File: src/rtl/poliriscv_run_ctrl.sv
// poliriscv_run_ctrl: sequences poliriscv_sc32 through program load, a
// two-cycle core reset, and execution with halt (stable PC) detection.
// Optional watchdog: define POLIRISCV_RUN_CTRL_TIMEOUT_EN to enable the
// TIMEOUT state; when undefined, RUN exits only on halt and timeout_o is 0.
module poliriscv_run_ctrl #(
  parameter int unsigned INSTRUCTIONS    = 1024,
  parameter int unsigned HALT_CYCLES_THR = 10,
  parameter int unsigned TIMEOUT_CYCLES  = 500
) (
  input  logic                            clk_i,
  input  logic                            rst_ni,
  input  logic                            start_i,
  input  logic                            ld_valid_i,
  input  logic [31:0]                     ld_data_i,
  input  logic                            ld_last_i,
  output logic                            ld_ready_o,
  output logic                            im_we_o,
  output logic [$clog2(INSTRUCTIONS)-1:0] im_waddr_o,
  output logic [31:0]                     im_wdata_o,
  output logic                            cpu_rst_o,
  input  logic [31:0]                     pc_i,
  output logic                            busy_o,
  output logic                            done_o,
  output logic                            timeout_o,
  output logic [31:0]                     run_cycles_o
);

  localparam int unsigned AW = $clog2(INSTRUCTIONS);
  localparam logic [AW-1:0] LAST_ADDR  = AW'(INSTRUCTIONS - 1);
  localparam logic [31:0]   HALT_MATCH = 32'(HALT_CYCLES_THR - 1);
`ifdef POLIRISCV_RUN_CTRL_TIMEOUT_EN
  localparam logic [31:0]   TO_LAST    = 32'(TIMEOUT_CYCLES - 1);
`endif

  // Reject parameter values the counters cannot honour.
  if (HALT_CYCLES_THR < 1) begin : g_bad_thr
    $error("HALT_CYCLES_THR must be at least 1");
  end
  if (TIMEOUT_CYCLES < 2) begin : g_bad_timeout
    $error("TIMEOUT_CYCLES must be at least 2");
  end

  typedef enum logic [2:0] {
    S_IDLE,
    S_LOAD,
    S_RESET,
    S_RUN,
    S_HALT,
    S_TIMEOUT
  } state_e;

  state_e         state_q;
  logic [AW-1:0]  waddr_q;
  logic [AW-1:0]  waddr_d;
  logic           ld_ready_q;
  logic           cpu_rst_q;
  logic           busy_q;
  logic           done_q;
  logic [31:0]    run_cycles_q;
  logic [31:0]    run_cycles_d;
  logic [31:0]    prev_pc_q;
  logic [31:0]    stable_cnt_q;
  logic [31:0]    stable_cnt_d;
  logic           rst_cnt_q;
  logic           ld_accept;
  logic           last_word;
  logic           pc_match;
  logic           halt_hit;
`ifdef POLIRISCV_RUN_CTRL_TIMEOUT_EN
  logic           timeout_q;
  logic           timeout_hit;
`endif

  // Handshake and run-phase event decode.
  assign ld_accept = ld_ready_q & ld_valid_i;
  assign last_word = ld_last_i | (waddr_q == LAST_ADDR);
  assign pc_match  = (pc_i == prev_pc_q);
  assign halt_hit  = pc_match & (stable_cnt_q == HALT_MATCH);
`ifdef POLIRISCV_RUN_CTRL_TIMEOUT_EN
  assign timeout_hit = (run_cycles_q == TO_LAST);
`endif

  // Next values of the datapath counters; run_cycles saturates at all-ones.
  always_comb begin
    waddr_d      = waddr_q + AW'(1);
    run_cycles_d = (run_cycles_q == '1) ? run_cycles_q : run_cycles_q + 32'd1;
    stable_cnt_d = pc_match ? stable_cnt_q + 32'd1 : 32'd0;
  end

  // Controller FSM with registered state decodes.
  always_ff @(posedge clk_i or negedge rst_ni) begin
    if (!rst_ni) begin
      state_q      <= S_IDLE;
      waddr_q      <= '0;
      ld_ready_q   <= 1'b0;
      cpu_rst_q    <= 1'b1;
      busy_q       <= 1'b0;
      done_q       <= 1'b0;
`ifdef POLIRISCV_RUN_CTRL_TIMEOUT_EN
      timeout_q    <= 1'b0;
`endif
      run_cycles_q <= 32'd0;
      prev_pc_q    <= 32'hFFFF_FFFF;
      stable_cnt_q <= 32'd0;
      rst_cnt_q    <= 1'b0;
    end else begin
      unique case (state_q)
        S_IDLE: begin
          if (start_i) begin
            state_q    <= S_LOAD;
            waddr_q    <= '0;
            ld_ready_q <= 1'b1;
            busy_q     <= 1'b1;
          end
        end

        S_LOAD: begin
          if (ld_accept) begin
            waddr_q <= waddr_d;
            // Final word, or the last memory slot was just written.
            if (last_word) begin
              state_q    <= S_RESET;
              ld_ready_q <= 1'b0;
              rst_cnt_q  <= 1'b0;
            end
          end
        end

        S_RESET: begin
          if (!rst_cnt_q) begin
            rst_cnt_q <= 1'b1;
          end else begin
            state_q      <= S_RUN;
            cpu_rst_q    <= 1'b0;
            prev_pc_q    <= 32'hFFFF_FFFF;
            stable_cnt_q <= 32'd0;
            run_cycles_q <= 32'd0;
          end
        end

        S_RUN: begin
          run_cycles_q <= run_cycles_d;
          prev_pc_q    <= pc_i;
          stable_cnt_q <= stable_cnt_d;
          // Halt takes priority over a simultaneous watchdog expiry.
          if (halt_hit) begin
            state_q   <= S_HALT;
            done_q    <= 1'b1;
            cpu_rst_q <= 1'b1;
            busy_q    <= 1'b0;
          end
`ifdef POLIRISCV_RUN_CTRL_TIMEOUT_EN
          else if (timeout_hit) begin
            state_q   <= S_TIMEOUT;
            timeout_q <= 1'b1;
            cpu_rst_q <= 1'b1;
            busy_q    <= 1'b0;
          end
`endif
        end

        S_HALT, S_TIMEOUT: begin
          if (start_i) begin
            state_q    <= S_LOAD;
            waddr_q    <= '0;
            ld_ready_q <= 1'b1;
            busy_q     <= 1'b1;
            done_q     <= 1'b0;
`ifdef POLIRISCV_RUN_CTRL_TIMEOUT_EN
            timeout_q  <= 1'b0;
`endif
          end
        end

        default: begin
          state_q <= S_IDLE;
        end
      endcase
    end
  end

  // Memory write port is a same-cycle pass-through of the accepted word.
  assign im_we_o      = ld_accept;
  assign im_waddr_o   = waddr_q;
  assign im_wdata_o   = ld_data_i;

  assign ld_ready_o   = ld_ready_q;
  assign cpu_rst_o    = cpu_rst_q;
  assign busy_o       = busy_q;
  assign done_o       = done_q;
  assign run_cycles_o = run_cycles_q;
`ifdef POLIRISCV_RUN_CTRL_TIMEOUT_EN
  assign timeout_o    = timeout_q;
`else
  assign timeout_o    = 1'b0;
`endif

endmodule
File: config.mk
export PLATFORM = sky130hd
export DESIGN_NAME = poliriscv_run_ctrl
export DESIGN_NICKNAME = d
export VERILOG_FILES = /design/src/rtl/poliriscv_run_ctrl.sv
export SDC_FILE = /design/constraint.sdc
export NUM_CORES = 1
export LEC_CHECK = 0
export CORE_MARGIN = 4
export CORE_UTILIZATION = 51
export CTS_CLUSTER_SIZE = 40
export DETAILED_ROUTE_END_ITERATION = 12
export GPL_TIMING_DRIVEN = 0
export PLACE_DENSITY = 0.78
export SYNTH_ARGS = -nofsm -noshare
export SYNTH_HDL_FRONTEND = slang
export SYNTH_SLANG_ARGS = --single-unit
File: constraint.sdc
create_clock -name clk_i -period 2.7 [get_ports clk_i]
set_clock_uncertainty 0.05 [all_clocks]
set_input_delay 0.54 -clock clk_i [delete_from_list [all_inputs] [get_ports clk_i]]
set_output_delay 0.54 -clock clk_i [all_outputs]
set_load 0.02 [all_outputs]
==> flow_metrics.py, run 1 <==
metrics = {
    "routing": {
        "drtIter0Drc": 620,
        "wl_met2_um": 9450,
        "drc_errors": 0,
        "topRoutingLayerUsed": "met4",
        "route.met3.wl_um": 1460,
        "routed_wl_um": 18900,
        "via_per_inst": 6.10,
        "num_vias": 6379,
        "wl_per_cell_um": 18.0,
        "m1WireLength_um": 7580,
        "ant_nets": 0,
        "dr.pass1.iters": 6,
    },
    "sta": {
        "fin_hold_ws_ns": 0.0949,
        "period_share": 0.928,
        "setup_violations": 0,
        "slew_viol_final": 0,
        "max_freq_ghz": 0.399,
        "tns_ns": 0,
        "hold_viol": 0,
        "worst_pin_slew_ns": 1.27,
        "setup_ws_ns": 0.194,
        "slew_headroom": 0.148,
        "finalCriticalPeriod_ns": 2.51,
    },
    "grt": {
        "grt_max_degree": 64,
        "grt_pass1_vias": 6362,
        "grt_antenna_before_repair": 0,
        "grt_pass1_wl_um": 30600,
        "overflow": 0,
        "grt.total_usage": 0.258,
    },
    "worst_hold_path": {
        "hp-class": "input pin to asynchronous set/reset pin",
    },
    "run_status": {
        "status": "finished clean",
    },
    "layout": {
        "final_cell_count_no_fill": 1045,
        "fin_nets": 933,
        "nFillCells": 992,
        "area_delta_synth_final_pct": 30.7,
        "final_util": 0.686,
        "drive_gt1_frac": 0.133,
        "fin_area_um2": 8690,
        "diodes": 0,
    },
    "synthesis": {
        "synth_nets": 798,
        "yosysTopAreaCellShare": 0.305,
        "syn_inst": 725,
        "ys_seq_area_frac": 0.435,
        "synth_seq_cells": 114,
        "synthDistinctLibCells": 61,
        "synthesis.area_um2": 6650,
        "synth.largest_area_cell": "dfrtp_1",
        "synth.avg_cell_area_um2": 9.17,
        "synth_area_leaders": "dfrtp_1 (30%), dfstp_2 (13%), nand2_1 (5.0%), o22a_1 (4.2%), xnor2_1 (4.2%)",
        "synth_most_common_cell": "nand2_1",
        "ys_warn_count": 0,
        "synth-async-reset-ratio": 1.00,
        "synth-main-ff-cell": "dfrtp_1",
        "synth_common_cells": "nand2_1 (88), dfrtp_1 (81), clkbuf_1 (38), nand4_1 (37), nor2_1 (36)",
        "synth_edf_count": 0,
    },
    "pwr": {
        "vdd_ir_drop_max_uv": 582,
        "p_per_area_nw_per_um2": 664,
        "p_total_mw": 5.77,
        "p_leak_nw": 3.44,
    },
    "floorplanning": {
        "die_h_um": 122,
        "io_pins": 149,
        "dieArea_um2": 14900,
        "core_um2": 12700,
        "dieWidth_um": 122,
        "num_rows": 41,
        "initial_core_util": 0.525,
    },
    "critical_path": {
        "cp.arrival_ns": 2.72,
        "cp-end-kind": "flip-flop",
        "critPathKind": "flip-flop to flip-flop",
        "crit_required_ns": 2.92,
        "cp_max_fo": 10,
        "cp-start-kind": "flip-flop",
    },
    "cts": {
        "clkLatencyLatePin_ns": 0.42,
        "cts_tree": "done",
        "root_buffer": "clkbuf_16",
        "clockBufferDepth": 2,
        "cts.reportedPaths.clkPinSlew_ns": 0.06,
        "numCtsBuffers": 17,
        "clock_sinks": 114,
        "htreeDepth": 4,
    },
    "flow_run": {
        "drv_cap": 0,
    },
    "placed_design": {
        "dp.cells": 1013,
        "portBuffers": 115,
        "dp_hpwl_um": 13100,
        "placed_cell_area_um2": 8040,
        "place_congestion": 0.947,
        "place_ws_ns": -0.435,
    },
}
## cells in the final DEF (no fill, tap or decap), types with 19 or more instances in the layout
cell	n
clkdlybuf4s50_1	114
nand2_1	88
dfrtp_1	81
clkbuf_1	37
nand4_1	37
nor2_1	36
buf_4	34
dfstp_2	33
o22a_1	32
xnor2_1	32
a21oi_1	30
nand3_1	26
o211ai_1	26
o21ai_0	20
and3_1	19
## timing repair
item                                    CTS  global route
pin swaps                                 0             0
gates resized for setup                   1             7
endpoints found under the setup margin    1            33
setup buffers                             0             0
hold buffers                              0             0
## sequential cells by signal (all words and copies together), names as in the netlist
register      cells
done_o            1
im_waddr_o       10
prev_pc_q        32
cpu_rst_o         1
state_q           3
busy_o            1
run_cycles_o     32
stable_cnt_q     32
rst_cnt_q         1
ld_ready_o        1
## cells by family after synthesis
group	share of synthesized area
flip-flops	0.435
AND/OR/NAND/NOR	0.260
multiplexers	0.00320
XOR/XNOR	0.0527
other	0.000564
AO/OA/AOI/OAI	0.171
buffers and inverters	0.0694
adder cells (fa/ha/maj)	0.00753
## worst max-delay path: stages, from the launching register on
cell      delay (ns)
dfrtp_1         0.45
nand2b_1        0.23
nor3b_1         1.05
clkbuf_1        0.49
a21oi_1         0.09
## path summary, 6_finish.rpt
kind	start	end	slack [ns]	depth (start not counted)
worst min-delay path	rst_ni	run_cycles_o[7]	0.09	1
max in group asynchronous	rst_ni	cpu_rst_o	1.74	2
worst min register to register	cpu_rst_o	cpu_rst_o	0.46	2
worst max-delay path	state_q[2]	run_cycles_o[17]	0.19	4
worst max register to register	state_q[2]	run_cycles_o[17]	0.19	4
min in group clk_i	cpu_rst_o	cpu_rst_o	0.46	2
## area by class of cell
cell class | count | area [um^2] | area share
tap | 172 | 215 | 0.0248
inverter | 7 | 26.3 | 0.00302
buffer | 81 | 438 | 0.0504
clock buffer | 20 | 457 | 0.0526
clock inverter | 12 | 156 | 0.0180
timing repair buffer | 116 | 1180 | 0.135
multi-input combinational | 523 | 3330 | 0.383
sequential | 114 | 2890 | 0.333
## per-layer routing
metal / up-vias / global-route usage
li1: 2957 / -
met3: 43 / 0.0645
met2: 299 / 0.430
met5: - / 0
met4: 0 / 0.104
met1: 3080 / 0.323
## power by group
group / total [mW] / switching [mW] / internal, mW
clock: 2.32 / 0.825 / 1.50
sequential: 2.14 / 0.167 / 1.98
combinational: 1.30 / 0.739 / 0.558
No activity file was read; power rests on OpenSTA's default activity.
==> run 2, diff against run 1 <==
==> constraint.sdc (replaced) <==
create_clock -name clk_i -period 2.32 [get_ports clk_i]
set_clock_uncertainty 0.05 [all_clocks]
set_input_delay 0.464 -clock clk_i [delete_from_list [all_inputs] [get_ports clk_i]]
set_output_delay 0.464 -clock clk_i [all_outputs]
set_load 0.02 [all_outputs]
==> run 2 against run 1 <==
- die area unchanged
- global-route usage rose by 0.31 points
- utilization increased by 1.5 points
- non-clock buffer count increased by 6
- power increased by 17%
- clock power rose by 17%
- wire length up 2.1%
- clock-buffer cell count stayed put
- final area rose by 2.1%
- flip-flop and latch count is the same
- via count rose by 1.4%
- critical path type unchanged
- largest cell class unchanged
- highest routed layer unchanged
==> flow_metrics.py, run 2 (synthesized netlist as in run 1, its figures left out) <==
metrics = {
    "flow_run": {
        "drv_cap": 0,
    },
    "floorplanning": {
        "io_pins": 149,
        "core_um2": 12700,
        "die_h_um": 122,
        "dieArea_um2": 14900,
        "initial_core_util": 0.525,
        "num_rows": 41,
        "dieWidth_um": 122,
    },
    "routing": {
        "dr.pass1.iters": 7,
        "routed_wl_um": 19200,
        "drc_errors": 0,
        "via_per_inst": 6.16,
        "ant_nets": 0,
        "num_vias": 6470,
        "drtIter0Drc": 748,
        "wl_per_cell_um": 18.3,
    },
    "pwr": {
        "vdd_ir_drop_max_uv": 677,
        "p_per_area_nw_per_um2": 762,
        "p_total_mw": 6.76,
        "p_leak_nw": 3.57,
    },
    "layout": {
        "drive_gt1_frac": 0.181,
        "diodes": 0,
        "final_common_cell": "clkdlybuf4s50_1",
        "final_util": 0.700,
        "fin_area_um2": 8870,
        "area_delta_synth_final_pct": 33.5,
        "fin_nets": 939,
        "final_cell_count_no_fill": 1051,
        "final_cell_mix": "clkdlybuf4s50_1 (114), nand2_1 (87), dfrtp_1 (80)",
    },
    "critical_path": {
        "critPathKind": "flip-flop to flip-flop",
        "cp-start-kind": "flip-flop",
        "r2r_slack_ns": 0.05,
        "r2r_start": "run_cycles_o[6]",
        "r2r_cells": 6,
        "cp.arrival_ns": 2.56,
        "r2r-end": "run_cycles_o[16]",
        "crit_required_ns": 2.60,
        "cp_max_fo": 10,
        "cp-end-kind": "flip-flop",
    },
    "sta": {
        "hold_viol": 0,
        "setup_violations": 0,
        "fin_hold_ws_ns": 0.0292,
        "period_share": 0.979,
        "slew_headroom": 0.549,
        "finalCriticalPeriod_ns": 2.27,
        "tns_ns": 0,
        "slew_viol_final": 0,
        "setup_ws_ns": 0.0478,
        "max_freq_ghz": 0.440,
        "worst_pin_slew_ns": 0.677,
    },
    "grt": {
        "overflow": 0,
        "grt_antenna_before_repair": 0,
        "grt_pass1_vias": 6443,
        "grt_pass1_wl_um": 31000,
        "grt_max_degree": 64,
        "grt.total_usage": 0.261,
    },
    "cts": {
        "clockBufferDepth": 2,
        "root_buffer": "clkbuf_16",
        "clock_sinks": 114,
        "postCtsHoldBufs": 0,
        "numCtsBuffers": 17,
        "htreeDepth": 4,
        "cts.reportedPaths.clkPinSlew_ns": 0.06,
        "clkLatencyLatePin_ns": 0.42,
        "cts_tree": "done",
    },
    "placed_design": {
        "dp_hpwl_um": 13100,
        "place_ws_ns": -0.739,
        "portBuffers": 115,
        "dp.cells": 1013,
        "place_congestion": 0.947,
        "placed_cell_area_um2": 8040,
    },
    "run_status": {
        "status": "finished clean",
    },
    "worst_hold_path": {
        "hp-class": "input pin to asynchronous set/reset pin",
    },
}
## run 2: how the worst max path moves through the flow
stage                     start          endpoint  slack [ns]  depth (start not counted)
4_1_cts              state_q[2]  run_cycles_o[16]       0.003                          7
3_3_place_gp             rst_ni  stable_cnt_q[24]       -3.60                          1
2_1_floorplan   run_cycles_o[5]  run_cycles_o[16]        0.10                          7
3_5_place_dp           pc_i[19]  stable_cnt_q[28]       -0.74                          6
6_report        run_cycles_o[6]  run_cycles_o[16]        0.05                          6
5_1_grt        run_cycles_o[19]   run_cycles_o[5]       -0.02                          7
## run 2: layer usage
| layer | share of wire | global-route usage | wire, um | vias up |
|---|---|---|---|---|
| li1 | - | - | - | 2969 |
| met1 | 0.40 | 0.323 | 7740 | 3135 |
| met2 | 0.50 | 0.438 | 9670 | 325 |
| met3 | 0.077 | 0.0664 | 1480 | 41 |
| met4 | 0.018 | 0.106 | 353 | 0 |
| met5 | 0 | 0 | 0 | - |
## run 2: area by class of cell
type                       count  area, um^2
inverter                       7        26.3
clock buffer                  20         457
sequential                   114        2900
buffer                        72         449
clock inverter                12         156
timing repair buffer         131        1290
tap                          172         215
fill                         971        3800
multi-input combinational    523        3390
## run 2: report_power, final
| group | internal (mW) | switching [mW] | leakage [nW] | total (mW) |
|---|---|---|---|---|
| registers | 2.30 | 0.191 | 1.44 | 2.49 |
| clock network | 1.75 | 0.960 | 0.289 | 2.71 |
| logic | 0.680 | 0.883 | 1.84 | 1.56 |
## run 2: worst max-delay path, cell delays in order, from the launching register on
cell,delay [ns]
dfrtp_1,0.40
and4_4,0.28
nand3_4,0.11
or4_4,0.61
buf_4,0.20
or3_1,0.38
a21oi_1,0.16
## run 2: timing repair
item                                    in CTS  in global routing
gates resized for setup                     21                 36
pin swaps                                    2                  7
endpoints found under the setup margin      78                 79
buffers inserted                             7                  8
==> run 3, diff against run 2 <==
--- a/config.mk
+++ b/config.mk
@@ -5,6 +5,7 @@
 export SDC_FILE = /design/constraint.sdc
 export NUM_CORES = 1
 export LEC_CHECK = 0
+export CAP_MARGIN = 20
 export CORE_MARGIN = 4
 export CORE_UTILIZATION = 51
 export CTS_CLUSTER_SIZE = 40
==> run 3 against run 2 <==
- clock power is 2% lower
- global-route usage is 0.47 points lower
- wire length is 0.86% lower
- die area stayed put
- largest cell class unchanged
- utilization is 0.36 points lower
- power is 1.0% lower
- non-clock buffer count is 2 lower
==> flow_metrics.py, run 3 (synthesized netlist as in run 1, its figures left out) <==
metrics = {
    "pwr": {
        "p_sw_mw": 1.98,
        "p_int_mw": 4.71,
        "p_leak_nw": 3.56,
        "combPwrFrac": 0.230,
        "vdd_ir_drop_max_uv": 803,
        "p_clk_frac": 0.396,
        "sequentialPowerShare": 0.374,
        "switching_share": 0.296,
        "p_per_area_nw_per_um2": 758,
        "p_total_mw": 6.69,
    },
    "flow_run": {
        "drv_cap": 0,
    },
    "worst_hold_path": {
        "hp-class": "input pin to asynchronous set/reset pin",
    },
    "sta": {
        "hold_viol": 0,
        "slew_viol_final": 0,
        "fin_hold_ws_ns": 0.0257,
        "worst_pin_slew_ns": 0.673,
        "setup_violations": 0,
        "max_freq_ghz": 0.444,
        "slew_headroom": 0.551,
        "finalCriticalPeriod_ns": 2.25,
        "period_share": 0.971,
    },
    "layout": {
        "final_cell_mix": "clkdlybuf4s50_1 (114), nand2_1 (88), dfrtp_1 (79)",
        "fin_area_um2": 8830,
        "area_delta_synth_final_pct": 32.8,
        "fin_nets": 937,
        "final_util": 0.697,
        "drive_gt1_frac": 0.169,
        "final_common_cell": "clkdlybuf4s50_1",
        "diodes": 0,
    },
    "routing": {
        "drc_errors": 0,
        "via_per_inst": 6.19,
        "num_vias": 6492,
        "ant_nets": 0,
        "drtIter0Drc": 764,
        "wl_per_cell_um": 18.2,
        "dr.pass1.iters": 7,
        "routed_wl_um": 19100,
    },
    "critical_path": {
        "cp-end-kind": "output port",
        "r2r-end": "run_cycles_o[17]",
        "r2r_slack_ns": 0.09,
        "cp-start-kind": "input pin",
        "r2r_start": "run_cycles_o[0]",
        "crit_required_ns": 1.81,
        "r2r_cells": 8,
        "critPathKind": "input pin to output port",
        "cp.arrival_ns": 1.74,
        "cp_max_fo": 3,
    },
    "placed_design": {
        "dp_hpwl_um": 13100,
        "portBuffers": 115,
        "placed_cell_area_um2": 8050,
        "place_congestion": 0.947,
    },
    "floorplanning": {
        "dieWidth_um": 122,
        "io_pins": 149,
        "num_rows": 41,
        "die_h_um": 122,
        "core_um2": 12700,
        "initial_core_util": 0.525,
        "dieArea_um2": 14900,
    },
    "cts": {
        "root_buffer": "clkbuf_16",
        "numCtsBuffers": 17,
        "clockBufferDepth": 2,
        "cts.reportedPaths.clkPinSlew_ns": 0.05,
        "clock_sinks": 114,
        "clkLatencyLatePin_ns": 0.42,
        "cts_tree": "done",
        "htreeDepth": 4,
    },
    "grt": {
        "grt.total_usage": 0.257,
        "grt_antenna_before_repair": 0,
        "overflow": 0,
        "grt_pass1_vias": 6305,
        "grt_pass1_wl_um": 30400,
        "grt_max_degree": 64,
    },
    "run_status": {
        "status": "finished clean",
    },
}
==> run 3: changes by cell type in the layout (fill, tap and decap cells not counted), moves of 2 or more <==
cell / delta
buf_4: -4
clkbuf_1: +4
clkinv_2: +2
clkinv_4: -2
==> run 3: per-layer routing <==
metal	part of all wire	global-route usage	vias up
met5	0	0	-
met4	0.021	0.0952	0
met3	0.078	0.0580	51
met2	0.51	0.442	312
met1	0.39	0.315	3160
li1	-	-	2969
==> run 3: how the worst max path moves through the flow <==
stage               slack, ns       startpoint                to  depth (start not counted)
finish                   0.07       ld_valid_i           im_we_o                          4
detailed placement      -0.73         pc_i[19]  stable_cnt_q[28]                          6
CTS                      0.01       state_q[2]     prev_pc_q[22]                          5
global route            -0.01       state_q[0]   run_cycles_o[5]                          9
floorplan                0.10  run_cycles_o[5]  run_cycles_o[16]                          7
global placement        -3.60           rst_ni  stable_cnt_q[24]                          1
==> run 3: power by group through the flow <==
stage          registers [mW]  logic, mW  clock network, mW
6_report                 2.50       1.54               2.65
5_1_grt                  2.53       1.67               2.77
4_1_cts                  2.50       1.53               2.67
3_5_place_dp             2.52       1.51                  0
3_3_place_gp             2.51       1.46                  0
2_1_floorplan            2.58      0.814                  0
==> run 3: through the flow <==
step | worst slack, ns | TNS (ns) | std cells
after CTS | 0.0132 | 0 | 1047
after global placement | -3.60 | -385.76 | 1012
after detailed placement | -0.734 | -22.76 | 1014
after global routing | -0.0114 | -0.0264 | 1049
after floorplan | 0.100 | 0 | 725
final | 0.0683 | 0 | 1049
==> run 3: cell type report <==
type,instances,area (um^2)
repair buffers,127,1260
clock buffers,22,464
multi-input cells,523,3380
well taps,172,215
fillers,979,3840
flip-flops and latches,114,2900
clock inverters,10,133
inverters,7,26.3
plain buffers,74,459
==> run 3: worst max-delay path, cell delays in order <==
cell	delay [ns]
clkdlybuf4s50_1	0.45
nand2_1	0.08
inv_1	0.12
clkdlybuf4s50_1	0.62
==> run 3: timing repair <==
item                                    CTS  global route
buffers inserted                          1             9
endpoints found under the setup margin   68            70
gates resized for setup                  21            33
hold buffers                              0             0
pin swaps                                 1             7
